$ cat src/rtl/nibble_comp_rx.sv
// nibble_comp_rx: receives one byte as four 4-bit beats (lo true, lo complement,
// hi true, hi complement). It checks both complement pairs, then presents the byte on
// a valid/ready output with per-nibble error flags. It also keeps a saturating
// count of errored bytes.
// Optional build macro NIBBLE_COMP_RX_ERR_DROP_EN: errored bytes are counted
// but not delivered, and out_err is tied to zero.
module nibble_comp_rx #(
  parameter int ERR_CNT_W = 8
) (
  input  logic                 clk,
  input  logic                 rst_n,
  input  logic                 clr,
  input  logic                 in_valid,
  output logic                 in_ready,
  input  logic [3:0]           in_data,
  output logic                 out_valid,
  input  logic                 out_ready,
  output logic [7:0]           out_data,
  output logic [1:0]           out_err,
  output logic [ERR_CNT_W-1:0] err_cnt
);

  typedef enum logic [1:0] {LO_T, LO_C, HI_T, HI_C} state_t;

  state_t                r_state, w_state_nxt;
  logic [3:0]            r_lo_t, r_lo_c, r_hi_t;
  logic                  r_out_valid;
  logic [7:0]            r_out_data;
  logic [ERR_CNT_W-1:0]  r_err_cnt;

  logic w_in_ready, w_acc, w_done, w_lo_err, w_hi_err, w_any_err, w_load;

  // The final beat waits until the output slot is free or is being drained,
  // so an undelivered byte is never overwritten.
  assign w_in_ready = !clr && ((r_state != HI_C) || !r_out_valid || out_ready);
  assign w_acc      = in_valid && w_in_ready;
  assign w_done     = w_acc && (r_state == HI_C);
  assign w_lo_err   = (r_lo_c != ~r_lo_t);
  assign w_hi_err   = (in_data != ~r_hi_t);
  assign w_any_err  = w_lo_err || w_hi_err;

`ifdef NIBBLE_COMP_RX_ERR_DROP_EN
  assign w_load  = w_done && !w_any_err;
  assign out_err = 2'b00;
`else
  logic [1:0] r_out_err;
  assign w_load  = w_done;
  assign out_err = r_out_err;
`endif

  // State register
  always_ff @(posedge clk or negedge rst_n) begin
    if (!rst_n) r_state <= LO_T;
    else        r_state <= w_state_nxt;
  end

  // Next state: clr resyncs to LO_T. Otherwise advance once per accepted beat.
  // A mismatch never alters the sequence.
  always_comb begin
    w_state_nxt = r_state;
    if (clr) begin
      w_state_nxt = LO_T;
    end else if (w_acc) begin
      unique case (r_state)
        LO_T:    w_state_nxt = LO_C;
        LO_C:    w_state_nxt = HI_T;
        HI_T:    w_state_nxt = HI_C;
        default: w_state_nxt = LO_T;
      endcase
    end
  end

  // Nibble capture. clr discards the partial byte.
  always_ff @(posedge clk or negedge rst_n) begin
    if (!rst_n) begin
      r_lo_t <= '0;
      r_lo_c <= '0;
      r_hi_t <= '0;
    end else if (clr) begin
      r_lo_t <= '0;
      r_lo_c <= '0;
      r_hi_t <= '0;
    end else if (w_acc) begin
      case (r_state)
        LO_T:    r_lo_t <= in_data;
        LO_C:    r_lo_c <= in_data;
        HI_T:    r_hi_t <= in_data;
        default: ;
      endcase
    end
  end

  // Output slot. A load takes priority over a drain, so back-to-back bytes keep
  // out_valid high. clr does not touch the slot.
  always_ff @(posedge clk or negedge rst_n) begin
    if (!rst_n) begin
      r_out_valid <= 1'b0;
      r_out_data  <= '0;
    end else if (w_load) begin
      r_out_valid <= 1'b1;
      r_out_data  <= {r_hi_t, r_lo_t};
    end else if (r_out_valid && out_ready) begin
      r_out_valid <= 1'b0;
    end
  end

`ifndef NIBBLE_COMP_RX_ERR_DROP_EN
  // Error flags travel with the byte they describe.
  always_ff @(posedge clk or negedge rst_n) begin
    if (!rst_n)      r_out_err <= '0;
    else if (w_load) r_out_err <= {w_hi_err, w_lo_err};
  end
`endif

  // Saturating count of completed bytes that had any mismatch. clr zeroes it.
  always_ff @(posedge clk or negedge rst_n) begin
    if (!rst_n)
      r_err_cnt <= '0;
    else if (clr)
      r_err_cnt <= '0;
    else if (w_done && w_any_err && (r_err_cnt != {ERR_CNT_W{1'b1}}))
      r_err_cnt <= r_err_cnt + 1'b1;
  end

  assign in_ready  = w_in_ready;
  assign out_valid = r_out_valid;
  assign out_data  = r_out_data;
  assign err_cnt   = r_err_cnt;

endmodule

$ cat config.mk
export PLATFORM = sky130hd
export DESIGN_NAME = nibble_comp_rx
export DESIGN_NICKNAME = d
export VERILOG_FILES = /design/src/rtl/nibble_comp_rx.sv
export SDC_FILE = /design/constraint.sdc
export NUM_CORES = 1
export LEC_CHECK = 0
export BUFFER_PORTS_ARGS = -buffer_cell sky130_fd_sc_hd__buf_2
export CORE_MARGIN = 2
export CORE_UTILIZATION = 45
export DETAILED_ROUTE_END_ITERATION = 8
export MAX_ROUTING_LAYER = met4
export PLACE_DENSITY_LB_ADDON = 0.12
export SLEW_MARGIN = 20
export SYNTH_ARGS = -nofsm -noshare
export SYNTH_HDL_FRONTEND = slang
export SYNTH_SLANG_ARGS = --single-unit
$ cat constraint.sdc
create_clock -name clk -period 1.6 [get_ports clk]
set_input_delay 0.4 -clock clk [delete_from_list [all_inputs] [get_ports clk]]
set_output_delay 0.4 -clock clk [all_outputs]
set_load 0.01 [all_outputs]
==> results of run 1 <==
-- kinds of logic (layout without fill, tap and decap cells) --
| kind of cell | after synthesis | after routing | share of synthesized area, % |
|---|---|---|---|
| fa+ha+maj | 5 | 5 | 3.57 |
| simple gates | 43 | 43 | 15.2 |
| flops | 33 | 33 | 47.2 |
| xor+xnor | 8 | 8 | 4.00 |
| buf+inv | 8 | 60 | 3.50 |
| compound gates | 12 | 12 | 7.43 |
| mux | 30 | 30 | 19.2 |
-- sequential cells by signal, indices dropped and copies added, names as in the netlist --
| signal | count |
|---|---|
| err_cnt | 8 |
| out_data | 8 |
| r_hi_t | 4 |
| r_lo_c | 4 |
| r_lo_t | 4 |
| out_err | 2 |
| r_state | 2 |
| out_valid | 1 |
-- path summary, 6_finish.rpt --
kind / startpoint / end / slack, ps / cells after the start
setup / recovery: r_state[1] / in_ready / -20 / 4
max in group asynchronous: rst_n / out_err[0] / 1150 / 2
hold / removal: rst_n / r_state[0] / 130 / 2
hold reg to reg: out_data[0] / out_data[0] / 490 / 1
min in group clk: out_ready / out_valid / 410 / 3
setup reg to reg: r_state[1] / out_data[0] / 70 / 5
-- power breakdown --
group / internal [W] / switching [W] / total, W
combinational: 0.000120 / 0.000126 / 0.000246
clock: 0.000389 / 0.000296 / 0.000685
sequential: 0.000878 / 0.0000279 / 0.000905
-- placed cells by master (no fill, tap or decap), types with 2 or more instances in the layout --
cell and instances:
and3_1 3, buf_2 28, buf_4 18, buf_6 2, clkbuf_8 7, dfrtp_1 33
ha_1 3, ha_2 2, inv_1 3, mux2_1 4, mux2_2 4, mux2_4 5
mux2i_1 17, nand2_1 3, nand2b_1 5, nand3_1 4, nand4_4 2, nor2_1 14
nor2b_1 4, o2111ai_2 5, xor2_2 8
-- layer usage --
| layer | track usage, % | vias up | share of wire, % |
|---|---|---|---|
| li1 | - | 583 | - |
| met1 | 23.9 | 607 | 48 |
| met2 | 30.4 | 21 | 48 |
| met3 | 5.28 | 5 | 3.6 |
| met4 | 6.12 | 0 | 1.2 |
| met5 | - | - | 0 |
-- stage by stage --
stage / power, W / worst slack (ps) / hold slack, ps / setup TNS [ps] / util, %
final: 0.00184 / -19.2 / 132 / -19.2 / 61.1
after global routing: 0.00194 / -89.8 / 173 / -89.8 / 61.1
after CTS: 0.00186 / -22.2 / 144 / -22.2 / 58.8
after detailed placement: 0.00115 / -90.7 / 454 / -413 / 55.0
after global placement: 0.00114 / 1.41 / 449 / 0 / 55.0
after floorplan: 0.00105 / -72.2 / 104 / -140 / -
-- repair_timing --
action | in CTS | in global routing
gates cloned | 0 | 0
buffers inserted | 4 | 2
setup endpoints to repair | 2 | 7
pin swaps | 2 | 4
gates resized for setup | 2 | 11
-- final cells by class --
| cell class | instances | share of cell area [%] |
|---|---|---|
| clock buffer | 7 | 4.28 |
| clock inverter | 1 | 0.222 |
| inverter | 3 | 0.500 |
| multi-input combinational | 98 | 41.6 |
| sequential | 33 | 36.7 |
| tap | 48 | 2.67 |
| timing repair buffer | 49 | 14.1 |
==> impl_results.md, run 1 <==
* Violations in the final reports: negative setup slack
* Largest net degree at the start of global routing at 34
* WP data required at between 1000 and 1500 ps
* Num CTS Buffers at 5
* Root buffer cell: clkbuf_8
* CP Class: flip-flop to output port
* Status: finished, violations left
* Initial antenna violation count at 0
* Hold Buf Count CTS at 0
* Final non-filler cell area at approximately 0.0023 mm^2
* Rel. slew slack at roughly 72%
* Hold/Removal Path Class: input pin to async pin
* Final nets at around 200
* Ys Warns at 0
* Crit start category: flip-flop
* Synth top area share at between 40% and 50%
* Minimum clock period at 1620 ps
* Area of the multi-input gates at approximately 940 um^2
* Antenna Violating Nets Remaining at 0
* Average cell area after synthesis at between 10 and 15 um^2
* Most used flip-flop cell after synthesis: dfrtp_1
* Initial Utilization at between 40% and 50%
* Fin. max-slew vios at 0
* Top cells by area, synth: dfrtp_1, mux2i_1, mux2_4, o2111ai_2, xor2_1
* Share of layout cells above drive strength 1 at 46.6%
* Top delay family on crit path: flip-flops
* #FFs+latches synth at 33
* Area of the core at roughly 0.0037 mm^2
* Clock Path Buffers at 2
* CP endpoint kind: output port
* Synth Instances at around 140
* Largest area contributor in the netlist: dfrtp_1
* Worst vdd ir at approximately 0.67 mV
* Router iterations before antenna repair at 4
* Drt total wl at roughly 3500 um
* Final Cycle Share at 101%
* Max cap viols at 0
* Non-Filler Instances at around 240
* Worst Path Buf+Inv at 1
* Post-detailed-placement half-perimeter wirelength at 2570 um
* Post-Syn Area at roughly 0.0018 mm^2
* Worst Path Max Fanout at 2
* Wire length per cell at roughly 15 um
* Routed vias at about 1200
* Total GRT Usage at 19.2%
* # DRC at 0
* Most instantiated cells after synthesis: dfrtp_1, mux2i_1, nor2_1
* CTS tree: done
* Setup slack after layout at -19.2 ps
* Final Hold Violating Endpoints at 0
* Async S/R FF share, synth at 100%
* Layout Area Growth over Synthesis at 28.7%
* Placement Cell Area at between 0.002 and 0.0025 mm^2
* Worst clock skew at 9.81 ps
* Power density over the cells at slightly above 800 mW/mm^2
* Data arrival, critical path at 1220 ps
* Via/cell ratio at 5.09
* Net Count, Synth at between 150 and 200
* Vias in the first global route at around 1300
* Gp weighted congestion at 0.759
* Fill cells at ~310
* Max stage delay on crit path at slightly below 400 ps
* Diodes inserted at 0
* Leakage at roughly 1.2 nW
* Achievable frequency at about 0.6 GHz
* Cell breakdown of the critical path: ha_2 > nand3b_1 > nor2b_1 > buf_2
* Clk Latency, worst-skew pair at about 280 ps
* Number of flops mapped to enable cells by yosys at 0
* Final Setup Violations at 1
* Clock-pin slew on the worst setup and hold paths at about 70 ps
* Num rows at 22
* Count leader, synth: dfrtp_1
* RSZ-0062 raised after global routing: true
* Critical path's slowest cell: dfrtp_1
* Least-Margin Pin Slew at ~420 ps
* Seq/Total Area, Yosys at roughly 47%
* Die H at 66.4 um
* Initial DRC count at 50
* Sequential cell area at 826 um^2
* H-tree Lvls at 2
* Placed cell count at 225
* First-pass GRT wire length at between 6000 and 7000 um
* Die X-Extent at around 66 um
* Distinct cells, synth at 35
* Die Area at roughly 0.0044 mm^2
* Total congestion overflow at 0
* # IOs at 29
* IO Port Bufs at 28
* CTS Sinks at 33
(Power assumes the default switching activity.)
==> run 2, diff against run 1 <==
clock period = 2.05 ns   (was 1.6 ns; I/O delays follow)
==> run 2 against run 1 <==
Core utilization shrank 6.5 points. Largest power group unchanged. Power shrank 25%. Highest routed layer unchanged. The flow now finishes without violations. Critical path depth is the same. Hold slack gained 150 ps. Non-clock buffer count shrank 18. Worst setup slack gained 270 ps. Count of clock-buffer cells in the layout shrank 1. Global-route usage shrank 0.81 points. Sequential power shrank 22%. Routed wire length shrank 2.6%. Clock skew shrank 2.4 ps. Combinational power shrank 31%.
==> impl_results.md, run 2 (synthesized netlist as in run 1, its figures left out) <==
* Leading cell type in the layout, fill and taps excluded: dfrtp_1
* Data arrival, critical path at between 1000 and 1500 ps
* Initial DRC count at 79
* Fin. max-slew vios at 0
* Clock Path Buffers at 2
* Final nets at between 150 and 200
* Max cap viols at 0
* # IOs at 29
* Area of the core at ~0.0037 mm^2
* Leakage at between 1 and 1.5 nW
* Sequential cell fraction of total power at between 50% and 60%
* H-tree Lvls at 2
* Worst Path Max Fanout at 3
* Die H at between 60 and 70 um
* Routed vias at ~1200
* Launch point of the worst reg-to-reg path: err_cnt[0]
* Sw Ratio at 25.5%
* Achievable frequency at 0.555 GHz
* CP endpoint kind: output port
* Crit start category: flip-flop
* CTS tree: done
* WP data required at approximately 1500 ps
* R2R depth at 5
* Hold/Removal Path Class: input pin to async pin
* Final Setup Violations at 0
* Internal at ~0.001 W
* R2r setup slk at approximately 290 ps
* Largest net degree at the start of global routing at 34
* Clock-pin slew on the worst setup and hold paths at approximately 70 ps
* Initial Utilization at a little under half
* Die X-Extent at about 66 um
* Power density over the cells at between 600 and 700 mW/mm^2
* Total GRT Usage at between 10% and 20%
* Num CTS Buffers at 5
* Vias in the first global route at ~1200
* Total congestion overflow at 0
* Clk Latency, worst-skew pair at 290 ps
* Die Area at roughly 0.0044 mm^2
* Minimum clock period at between 1500 and 2000 ps
* Diodes inserted at 0
* Root buffer cell: clkbuf_8
* Post-cts resize count at 0
* Gp weighted congestion at approximately 0.76
* Fill cells at roughly 360
* Post-detailed-placement half-perimeter wirelength at 2370 um
* Setup TNS at 0 ps
* Drt total wl at approximately 3400 um
* R2R Path End: err_cnt[5]
* Num rows at 22
* Commonest cells after routing, fill and taps aside: dfrtp_1, buf_2, mux2i_1
* Wire length per cell at approximately 16 um
* First-pass GRT wire length at 5750 um
* Status: complete, no violations
* Worst clock skew at around 7.5 ps
* Final Cycle Share at approximately 88%
* Logic pwr share at between 10% and 20%
* Worst vdd ir at between 0.5 and 0.6 mV
* Share of layout cells above drive strength 1 at between 30% and 40%
* CTS Sinks at 33
* Layout Area Growth over Synthesis at 15.0%
* Final Hold Violating Endpoints at 0
* CP Class: flip-flop to output port
* Antenna Violating Nets Remaining at 0
* Router iterations before antenna repair at 4
* Final hold slack at ~280 ps
* Least-Margin Pin Slew at 747 ps
* Switch Pwr at ~0.00035 W
* RSZ-0062 raised after global routing: false
* Clock Power Share at 36.5%
* IO Port Bufs at 28
* Rel. slew slack at about 50%
* Initial antenna violation count at 0
* # DRC at 0
* Via/cell ratio at 5.43
* Total Power at 0.00138 W
==> run 2: worst max path at each step <==
stage	start	to	depth (start not counted)
2_1_floorplan	err_cnt[0]	err_cnt[5]	6
3_3_place_gp	in_data[0]	err_cnt[1]	5
3_5_place_dp	in_data[3]	err_cnt[6]	5
4_1_cts	r_state[0]	in_ready	4
5_1_grt	err_cnt[0]	err_cnt[5]	5
6_report	r_state[0]	in_ready	4
==> run 2: cell type report <==
cell class                 instances  area, um^2  share of cell area [%]
tap                               48        60.1                    2.98
timing repair buffer              31         163                    8.08
clock buffer                       6        82.6                    4.10
multi-input combinational         98         863                    42.9
inverter                           3        11.3                   0.559
sequential                        33         826                    41.0
clock inverter                     1        7.51                   0.373
==> run 2: per-stage QoR <==
| step | worst slack (ps) | area [um^2] | util [%] | cells |
|---|---|---|---|---|
| floorplan | 373 | 1750 | - | 139 |
| global placement | 225 | 1920 | 51.9 | 212 |
| detailed placement | 206 | 1920 | 51.9 | 212 |
| CTS | 72.6 | 2010 | 54.4 | 219 |
| global route | 172 | 2010 | 54.6 | 220 |
| finish | 247 | 2010 | 54.6 | 220 |
==> run 2: worst max-delay path, stage by stage (launching register included) <==
cell and delay, ps:
dfrtp_1 400, ha_1 240, nand3b_1 100, nor2b_1 120
buf_2 130
==> run 2: what timing repair did <==
item                       CTS  global route
setup buffers                0             1
setup endpoints to repair    0             1
hold buffers                 0             0
==> run 2: routing by layer <==
layer | up-vias | part of all wire (%) | GRT usage [%]
met3 | 6 | 4.5 | 5.62
met1 | 603 | 45 | 22.5
met4 | 0 | 1.5 | 6.89
met2 | 29 | 49 | 28.6
met5 | - | 0 | -
li1 | 556 | - | -
==> run 2: power by group through the flow <==
| stage | combinational [W] | sequential (W) | clock [W] |
|---|---|---|---|
| 3_3_place_gp | 0.000168 | 0.000717 | 0 |
| 4_1_cts | 0.000173 | 0.000706 | 0.000523 |
| 3_5_place_dp | 0.000172 | 0.000719 | 0 |
| 6_report | 0.000169 | 0.000706 | 0.000503 |
| 5_1_grt | 0.000188 | 0.000711 | 0.000550 |
| 2_1_floorplan | 0.0000920 | 0.000727 | 0 |
